===== src/rtl/pic_inta_sequencer.sv =====
// -----------------------------------------------------------------------------
// pic_inta_sequencer
// INTA-cycle controller of the 8259A core. Raises INT to the CPU, counts INTA
// pulses, latches the winning IR and sequences the data bus buffer (CALL
// opcode, vector byte, address byte). Issues ISR-set and auto-EOI strobes.
//
// Optional feature macro: INTA_TIMEOUT_EN
//   defined   : a WAIT2/WAIT3 watchdog aborts the sequence after
//               TIMEOUT_CYCLES clocks and pulses timeout_err.
//   undefined : WAIT states hold indefinitely, timeout_err tied 0.
//
// Ports
//   clk          in   system clock, rising edge
//   rst_n        in   asynchronous active-low reset
//   inta_n       in   CPU interrupt acknowledge (async, active low)
//   int_req      in   priority resolver request (level)
//   irq_id[2:0]  in   winning IR number, valid while int_req=1
//   mode_8086    in   1 = 8086 (2 INTA), 0 = 8080/85 (3 INTA)
//   adi          in   8080 call interval: 1 = 4 bytes, 0 = 8 bytes
//   vec_base[7:0]in   vector base (T7..T3 / A7..A5)
//   addr_hi[7:0] in   8080 third byte (A15..A8)
//   aeoi         in   auto-EOI enable
//   int_out      out  INT pin to CPU
//   bus_en       out  data bus buffer enable
//   bus_dir      out  1 = drive dout to CPU
//   dout[7:0]    out  byte presented to the buffer
//   freeze       out  holds IRR/priority stable during the sequence
//   isr_set      out  1-cycle strobe: set ISR bit isr_id
//   isr_id[2:0]  out  latched IR number
//   eoi_auto     out  1-cycle strobe: clear ISR bit isr_id
//   busy         out  sequence in progress
//   timeout_err  out  1-cycle strobe on INTA timeout
//
// state | meaning
// ------+---------------------------------------------------------
// IDLE  | no sequence, int_out follows int_req
// ACK1  | first INTA low: 8080 drives CALL, 8086 keeps bus off
// WAIT2 | between first and second INTA
// ACK2  | second INTA low: vector / low address byte driven
// WAIT3 | 8080 only, between second and third INTA
// ACK3  | 8080 only, third INTA low: high address byte driven
// -----------------------------------------------------------------------------
module pic_inta_sequencer #(
  parameter int SYNC_STAGES    = 2,
  parameter int TIMEOUT_CYCLES = 64
) (
  input  logic       clk,
  input  logic       rst_n,
  input  logic       inta_n,
  input  logic       int_req,
  input  logic [2:0] irq_id,
  input  logic       mode_8086,
  input  logic       adi,
  input  logic [7:0] vec_base,
  input  logic [7:0] addr_hi,
  input  logic       aeoi,
  output logic       int_out,
  output logic       bus_en,
  output logic       bus_dir,
  output logic [7:0] dout,
  output logic       freeze,
  output logic       isr_set,
  output logic [2:0] isr_id,
  output logic       eoi_auto,
  output logic       busy,
  output logic       timeout_err
);

  typedef enum logic [2:0] {
    IDLE  = 3'd0,
    ACK1  = 3'd1,
    WAIT2 = 3'd2,
    ACK2  = 3'd3,
    WAIT3 = 3'd4,
    ACK3  = 3'd5
  } state_t;

  state_t state;

  // inta_n synchronizer plus one extra flop for edge detection
  logic [SYNC_STAGES-1:0] sync_q;
  logic                   sync_prev;
  logic                   fall;
  logic                   rise;

  always_ff @(posedge clk or negedge rst_n) begin
    if (!rst_n) begin
      sync_q    <= '1;
      sync_prev <= 1'b1;
    end else begin
      sync_q    <= {sync_q[SYNC_STAGES-2:0], inta_n};
      sync_prev <= sync_q[SYNC_STAGES-1];
    end
  end

  assign fall = sync_prev & ~sync_q[SYNC_STAGES-1];
  assign rise = ~sync_prev & sync_q[SYNC_STAGES-1];

  // Configuration captured at the first INTA so mid-sequence ICW writes
  // cannot corrupt the bytes being driven.
  logic       m8086_q;
  logic       adi_q;
  logic [7:0] vec_q;
  logic [7:0] addr_q;
  logic       aeoi_q;
  logic       spur_q;

  logic [7:0] vec_byte;

  always_comb begin
    vec_byte = 8'h00;
    if (m8086_q)
      vec_byte = {vec_q[7:3], isr_id};
    else if (adi_q)
      vec_byte = {vec_q[7:5], isr_id, 2'b00};
    else
      vec_byte = {vec_q[7:6], isr_id, 3'b000};
  end

  assign busy = (state != IDLE);

`ifdef INTA_TIMEOUT_EN
  localparam int CW = $clog2(TIMEOUT_CYCLES + 1);
  logic [CW-1:0] tmo_cnt;
`endif

  always_ff @(posedge clk or negedge rst_n) begin
    if (!rst_n) begin
      state    <= IDLE;
      int_out  <= 1'b0;
      bus_en   <= 1'b0;
      bus_dir  <= 1'b0;
      dout     <= 8'h00;
      freeze   <= 1'b0;
      isr_set  <= 1'b0;
      isr_id   <= 3'd0;
      eoi_auto <= 1'b0;
      m8086_q  <= 1'b0;
      adi_q    <= 1'b0;
      vec_q    <= 8'h00;
      addr_q   <= 8'h00;
      aeoi_q   <= 1'b0;
      spur_q   <= 1'b0;
`ifdef INTA_TIMEOUT_EN
      tmo_cnt     <= '0;
      timeout_err <= 1'b0;
`endif
    end else begin
      isr_set  <= 1'b0;
      eoi_auto <= 1'b0;
      int_out  <= 1'b0;
`ifdef INTA_TIMEOUT_EN
      timeout_err <= 1'b0;
`endif
      case (state)
        IDLE: begin
          int_out <= int_req & ~fall;
          if (fall) begin
            state   <= ACK1;
            m8086_q <= mode_8086;
            adi_q   <= adi;
            vec_q   <= vec_base;
            addr_q  <= addr_hi;
            aeoi_q  <= aeoi;
            freeze  <= 1'b1;
            if (int_req) begin
              isr_id  <= irq_id;
              isr_set <= 1'b1;
              spur_q  <= 1'b0;
            end else begin
              // spurious acknowledge reports IR7 and touches no ISR bit
              isr_id  <= 3'd7;
              spur_q  <= 1'b1;
            end
            if (mode_8086) begin
              bus_en <= 1'b0;
            end else begin
              bus_en  <= 1'b1;
              bus_dir <= 1'b1;
              dout    <= 8'hCD;
            end
          end
        end

        ACK1: begin
          if (rise) begin
            state  <= WAIT2;
            bus_en <= 1'b0;
`ifdef INTA_TIMEOUT_EN
            tmo_cnt <= CW'(TIMEOUT_CYCLES);
`endif
          end
        end

        WAIT2: begin
          if (fall) begin
            state   <= ACK2;
            bus_en  <= 1'b1;
            bus_dir <= 1'b1;
            dout    <= vec_byte;
          end
`ifdef INTA_TIMEOUT_EN
          else if (tmo_cnt <= CW'(1)) begin
            state       <= IDLE;
            freeze      <= 1'b0;
            bus_en      <= 1'b0;
            bus_dir     <= 1'b0;
            timeout_err <= 1'b1;
          end else begin
            tmo_cnt <= tmo_cnt - CW'(1);
          end
`endif
        end

        ACK2: begin
          if (rise) begin
            if (m8086_q) begin
              state    <= IDLE;
              bus_en   <= 1'b0;
              bus_dir  <= 1'b0;
              dout     <= 8'h00;
              freeze   <= 1'b0;
              eoi_auto <= aeoi_q & ~spur_q;
            end else begin
              state  <= WAIT3;
              bus_en <= 1'b0;
`ifdef INTA_TIMEOUT_EN
              tmo_cnt <= CW'(TIMEOUT_CYCLES);
`endif
            end
          end
        end

        WAIT3: begin
          if (fall) begin
            state   <= ACK3;
            bus_en  <= 1'b1;
            bus_dir <= 1'b1;
            dout    <= addr_q;
          end
`ifdef INTA_TIMEOUT_EN
          else if (tmo_cnt <= CW'(1)) begin
            state       <= IDLE;
            freeze      <= 1'b0;
            bus_en      <= 1'b0;
            bus_dir     <= 1'b0;
            timeout_err <= 1'b1;
          end else begin
            tmo_cnt <= tmo_cnt - CW'(1);
          end
`endif
        end

        ACK3: begin
          if (rise) begin
            state    <= IDLE;
            bus_en   <= 1'b0;
            bus_dir  <= 1'b0;
            dout     <= 8'h00;
            freeze   <= 1'b0;
            eoi_auto <= aeoi_q & ~spur_q;
          end
        end

        default: state <= IDLE;
      endcase
    end
  end

`ifndef INTA_TIMEOUT_EN
  assign timeout_err = 1'b0;
`endif

endmodule

===== config.mk =====
export PLATFORM = sky130hd
export DESIGN_NAME = pic_inta_sequencer
export DESIGN_NICKNAME = d
export VERILOG_FILES = /design/src/rtl/pic_inta_sequencer.sv
export SDC_FILE = /design/constraint.sdc
export NUM_CORES = 1
export LEC_CHECK = 0
export ABC_AREA = 1
export BUFFER_PORTS_ARGS = -buffer_cell sky130_fd_sc_hd__buf_2
export CAP_MARGIN = 20
export CELL_PAD_IN_SITES_DETAIL_PLACEMENT = 2
export CELL_PAD_IN_SITES_GLOBAL_PLACEMENT = 2
export CORE_MARGIN = 10
export CORE_UTILIZATION = 28
export DETAILED_ROUTE_END_ITERATION = 7
export PLACE_DENSITY = 0.77
export SLEW_MARGIN = 5
export SYNTH_ARGS = -nofsm -noshare
export SYNTH_HDL_FRONTEND = slang
export SYNTH_SLANG_ARGS = --single-unit

===== constraint.sdc =====
create_clock -name clk -period 1.22 [get_ports clk]
set_clock_uncertainty 0.05 [all_clocks]
set_input_delay 0.122 -clock clk [delete_from_list [all_inputs] [get_ports clk]]
set_output_delay 0.122 -clock clk [all_outputs]
set_load 0.005 [all_outputs]

==> reports/metrics.csv <==
stage,metric,value,unit
setup_path,path_common_cell,sky130_fd_sc_hd__nand2_1,
route,vias,2085,
route,drc_errors,0,
layout,synthToLayoutAreaGrowth,63.4,%
cts,clk_pin_slew_worst_paths,0.09,ns
floorplanning,coreArea,6790,um2
layout,fin_cells,429,
place,gp_routability_congestion,0.833,
floorplanning,die_h,104,um
route,drt-pass1-iter-count,4,
setup_path,critical-path-max-stage-delay,0.45,ns
setup_path,regToRegEndpoint,dout[2],
layout,final_layout_size_suffix_gt1_frac,0.544,
pwr,total_leakage_power,1.57,nW
sta,finalSetupViolCount,38,
sta,setup_repair_after_global_routing_missed_its_margin,true,
layout,number_of_antenna_repair_diodes,0,
cts,clock_sink_count,40,
status,violated_checks,negative setup slack,
logic_synthesis,post_synth.cell_area_avg,8.32,um2
route,route.detailed.vias_per_inst,4.86,
logic_synthesis,synth_cell_types,29,
sta,worst_slack,-0.416,ns
sta,count_of_pins_over_their_slew_limit,0,
setup_path,timing.critical_path.required,1.35,ns
cts,numCtsBuffers,5,
sta,timing.setup.tns,-9.46,ns
place,pre_cts_slack,-0.371,ns
place,dp.cells,394,
cts,htree_levels,2,
setup_path,worst_setup_path_end_kind,register,
floorplanning,floorplan.initialDensity,0.289,
route,detail_route.wl_per_cell,22.9,um
setup_path,worst-path-max-fanout,8,
cts,cts_tree,built,
sta,timing.fmax,611,MHz
grt,antenna_found_initial,1,
layout,seqCellArea,1010,um2
cts,clockRootBuffer,sky130_fd_sc_hd__clkbuf_8,
route,finalWirelength,9840,um
sta,whs,0.0330,ns
setup_path,setup.worst_path.class,reg -> reg,
route,detail-route-antenna-nets,0,
place,detailedPlacementHpwl,4870,um
sta,timing.final.crit_share,1.34,
cts,clock_tree.buffer_depth,2,
sta,report.final.hold_viol_count,0,
layout,multi_input_area,1100,um2
setup_path,critical-path-slowest-cell,sky130_fd_sc_hd__dfrtp_2,
setup_path,timing.critical_path.cells,buf_4 -> buf_4 -> nand2_1 -> inv_2 -> nand2_1 -> nand3_1 -> nand2_1 -> nand2_1,
grt,globalRouteOverflowTotal,0,
place,buffer_ports.inserted,40,
setup_path,worstRegToRegCells,8,
layout,layout.nets,359,
grt,track_usage,0.144,
run,max_cap_check_violation_count,0,
setup_path,r2r_setup_slack,-0.42,ns
logic_synthesis,ys_seq_area_frac,0.511,
floorplanning,row_count,30,
logic_synthesis,post_synth_instance_area,1960,um2
setup_path,timing.critical_path.from_type,register,
layout,layout.core_utilization,0.473,
grt,grt_pass1_vias,2278,
pwr,p_per_area,2660,nW/um2
logic_synthesis,synth-warning-count,0,
logic_synthesis,ys_seq_elements,40,
setup_path,endpoint,dout[2],
logic_synthesis,mappedNetlistNets,263,
layout,fill_cells,740,
floorplanning,dieArea,10800,um2
pwr,vdd_ir_drop_max,0.876,mV
setup_path,crit_arrival,1.77,ns
setup_path,timing.critical_path.from,state[1],
grt,grt_pass1_wl,12600,um
min_path,worstHoldPathType,in -> reg,
route,drt-initial-drc-count,110,
grt,grt_start_max_net_pins,23,
floorplanning,pin_count,45,
setup_path,r2r_start,state[1],
cts,clk-insertion-delay-late,0.29,ns
status,outcome,finished with violations,
floorplanning,die_width,104,um
logic_synthesis,synthesis.instances,236,
sta,post_route_minimum_period,1.64,ns
==> layout make-up <==
cell class / count / share of cell area
clock buffer: 6 / 0.0226
clock inverter: 2 / 0.00390
inverter: 22 / 0.0382
multi-input combinational: 169 / 0.344
sequential: 40 / 0.314
tap: 96 / 0.0374
timing repair buffer: 94 / 0.240
==> where the power goes <==
group          leakage (nW)  internal, mW  switching (mW)
clock                0.0412         0.402           0.516
combinational          1.04          2.18            3.00
sequential            0.484          1.90           0.561
total                  1.57          4.48            4.07
==> state kept, by name, summed over array words and instances, names as in the netlist, 2 cells and up <==
name    flops
sync_q      2
vec_q       5
isr_id      3
dout        8
addr_q      8
state       3
==> kinds of logic after synthesis <==
group,synth area share
AO/OA/AOI/OAI,0.0554
adder cells (fa/ha/maj),0.00637
AND/OR/NAND/NOR,0.346
buffers and inverters,0.0790
other,0.00191
flip-flops,0.511
==> synthesized netlist by cell type <==
cell type                  number  area share
sky130_fd_sc_hd__inv_1         16       0.031
sky130_fd_sc_hd__dfstp_2        3       0.040
sky130_fd_sc_hd__conb_1         1      0.0019
sky130_fd_sc_hd__nand2_1       92        0.18
sky130_fd_sc_hd__nand3_1       30       0.076
sky130_fd_sc_hd__nor2_8         1       0.010
sky130_fd_sc_hd__buf_6          4       0.023
sky130_fd_sc_hd__dfrtp_1       37        0.47
sky130_fd_sc_hd__buf_4          2      0.0076
sky130_fd_sc_hd__inv_4          1      0.0032
sky130_fd_sc_hd__o211ai_1       1      0.0038
sky130_fd_sc_hd__nor2_1         7       0.013
sky130_fd_sc_hd__o21ai_0        5       0.013
sky130_fd_sc_hd__o21ai_2        2      0.0089
sky130_fd_sc_hd__buf_2          2      0.0051
sky130_fd_sc_hd__ha_1           1      0.0064
sky130_fd_sc_hd__a211oi_1       1      0.0038
sky130_fd_sc_hd__nand2_2        2      0.0064
sky130_fd_sc_hd__inv_2          4      0.0076
sky130_fd_sc_hd__clkinv_1       1      0.0019
sky130_fd_sc_hd__nand2_4        2       0.011
sky130_fd_sc_hd__nor3_1         3      0.0076
sky130_fd_sc_hd__nor2_2         1      0.0032
sky130_fd_sc_hd__a21oi_2        3       0.013
sky130_fd_sc_hd__nor2_4         2       0.011
sky130_fd_sc_hd__o21ai_1        2      0.0051
sky130_fd_sc_hd__nand4_1        3      0.0096
sky130_fd_sc_hd__a21oi_1        3      0.0076
sky130_fd_sc_hd__nand3_2        4       0.020
==> worst min-delay path by stage <==
stage / from / end / slack [ns] / depth (start not counted)
floorplan: rst_n / addr_q[0] / -0.22 / 0
CTS: adi / adi_q / 0.003 / 3
global route: vec_base[3] / vec_q[3] / 0.04 / 3
global placement: rst_n / spur_q / -0.04 / 1
detailed placement: rst_n / isr_set / -0.04 / 1
finish: addr_hi[6] / addr_q[6] / 0.03 / 3
==> per-stage QoR <==
stage                     cell area (um2)  power (mW)
final                                3210        8.55
after global routing                 3210        9.04
after CTS                            2870        7.24
after detailed placement             2480        5.51
after global placement               2480        5.34
after floorplan                      1980        4.12
==> repair_timing <==
action / 4_1_cts / 5_1_grt
setup endpoints to repair: 38 / 38
pin swaps: 11 / 17
buffers inserted: 11 / 6
gates cloned: 2 / 3
hold buffers: 5 / 0
resized for setup: 44 / 63
hold endpoints to repair: 44 / 0
==> layer usage <==
metal	share of wire	vias to the layer above	track usage	wire length [um]
met3	0.038	20	0.0273	371
met1	0.40	1060	0.171	3960
met5	0	-	0	0
met2	0.53	65	0.253	5200
li1	-	940	-	-
met4	0.032	0	0.0517	312
==> cell usage in the layout, fill, tap and decap left out, drive strengths merged <==
master        n
a211oi        1
a21oi         6
buf          87
clkbuf        8
clkinv        1
clkinvlp      1
conb          1
dfrtp        37
dfstp         3
dlygate4sd3   5
ha            1
inv          22
nand2        98
nand3        34
nand4         3
nor2         12
nor3          3
o211ai        1
o21ai         9
==> critical path: cells and delay by family (launching register included) <==
family	cells	cell delay, ns
buf+inv	3	0.45
flops	1	0.45
simple gates	5	0.57
Note: power is estimated with default switching activity, not from simulation.
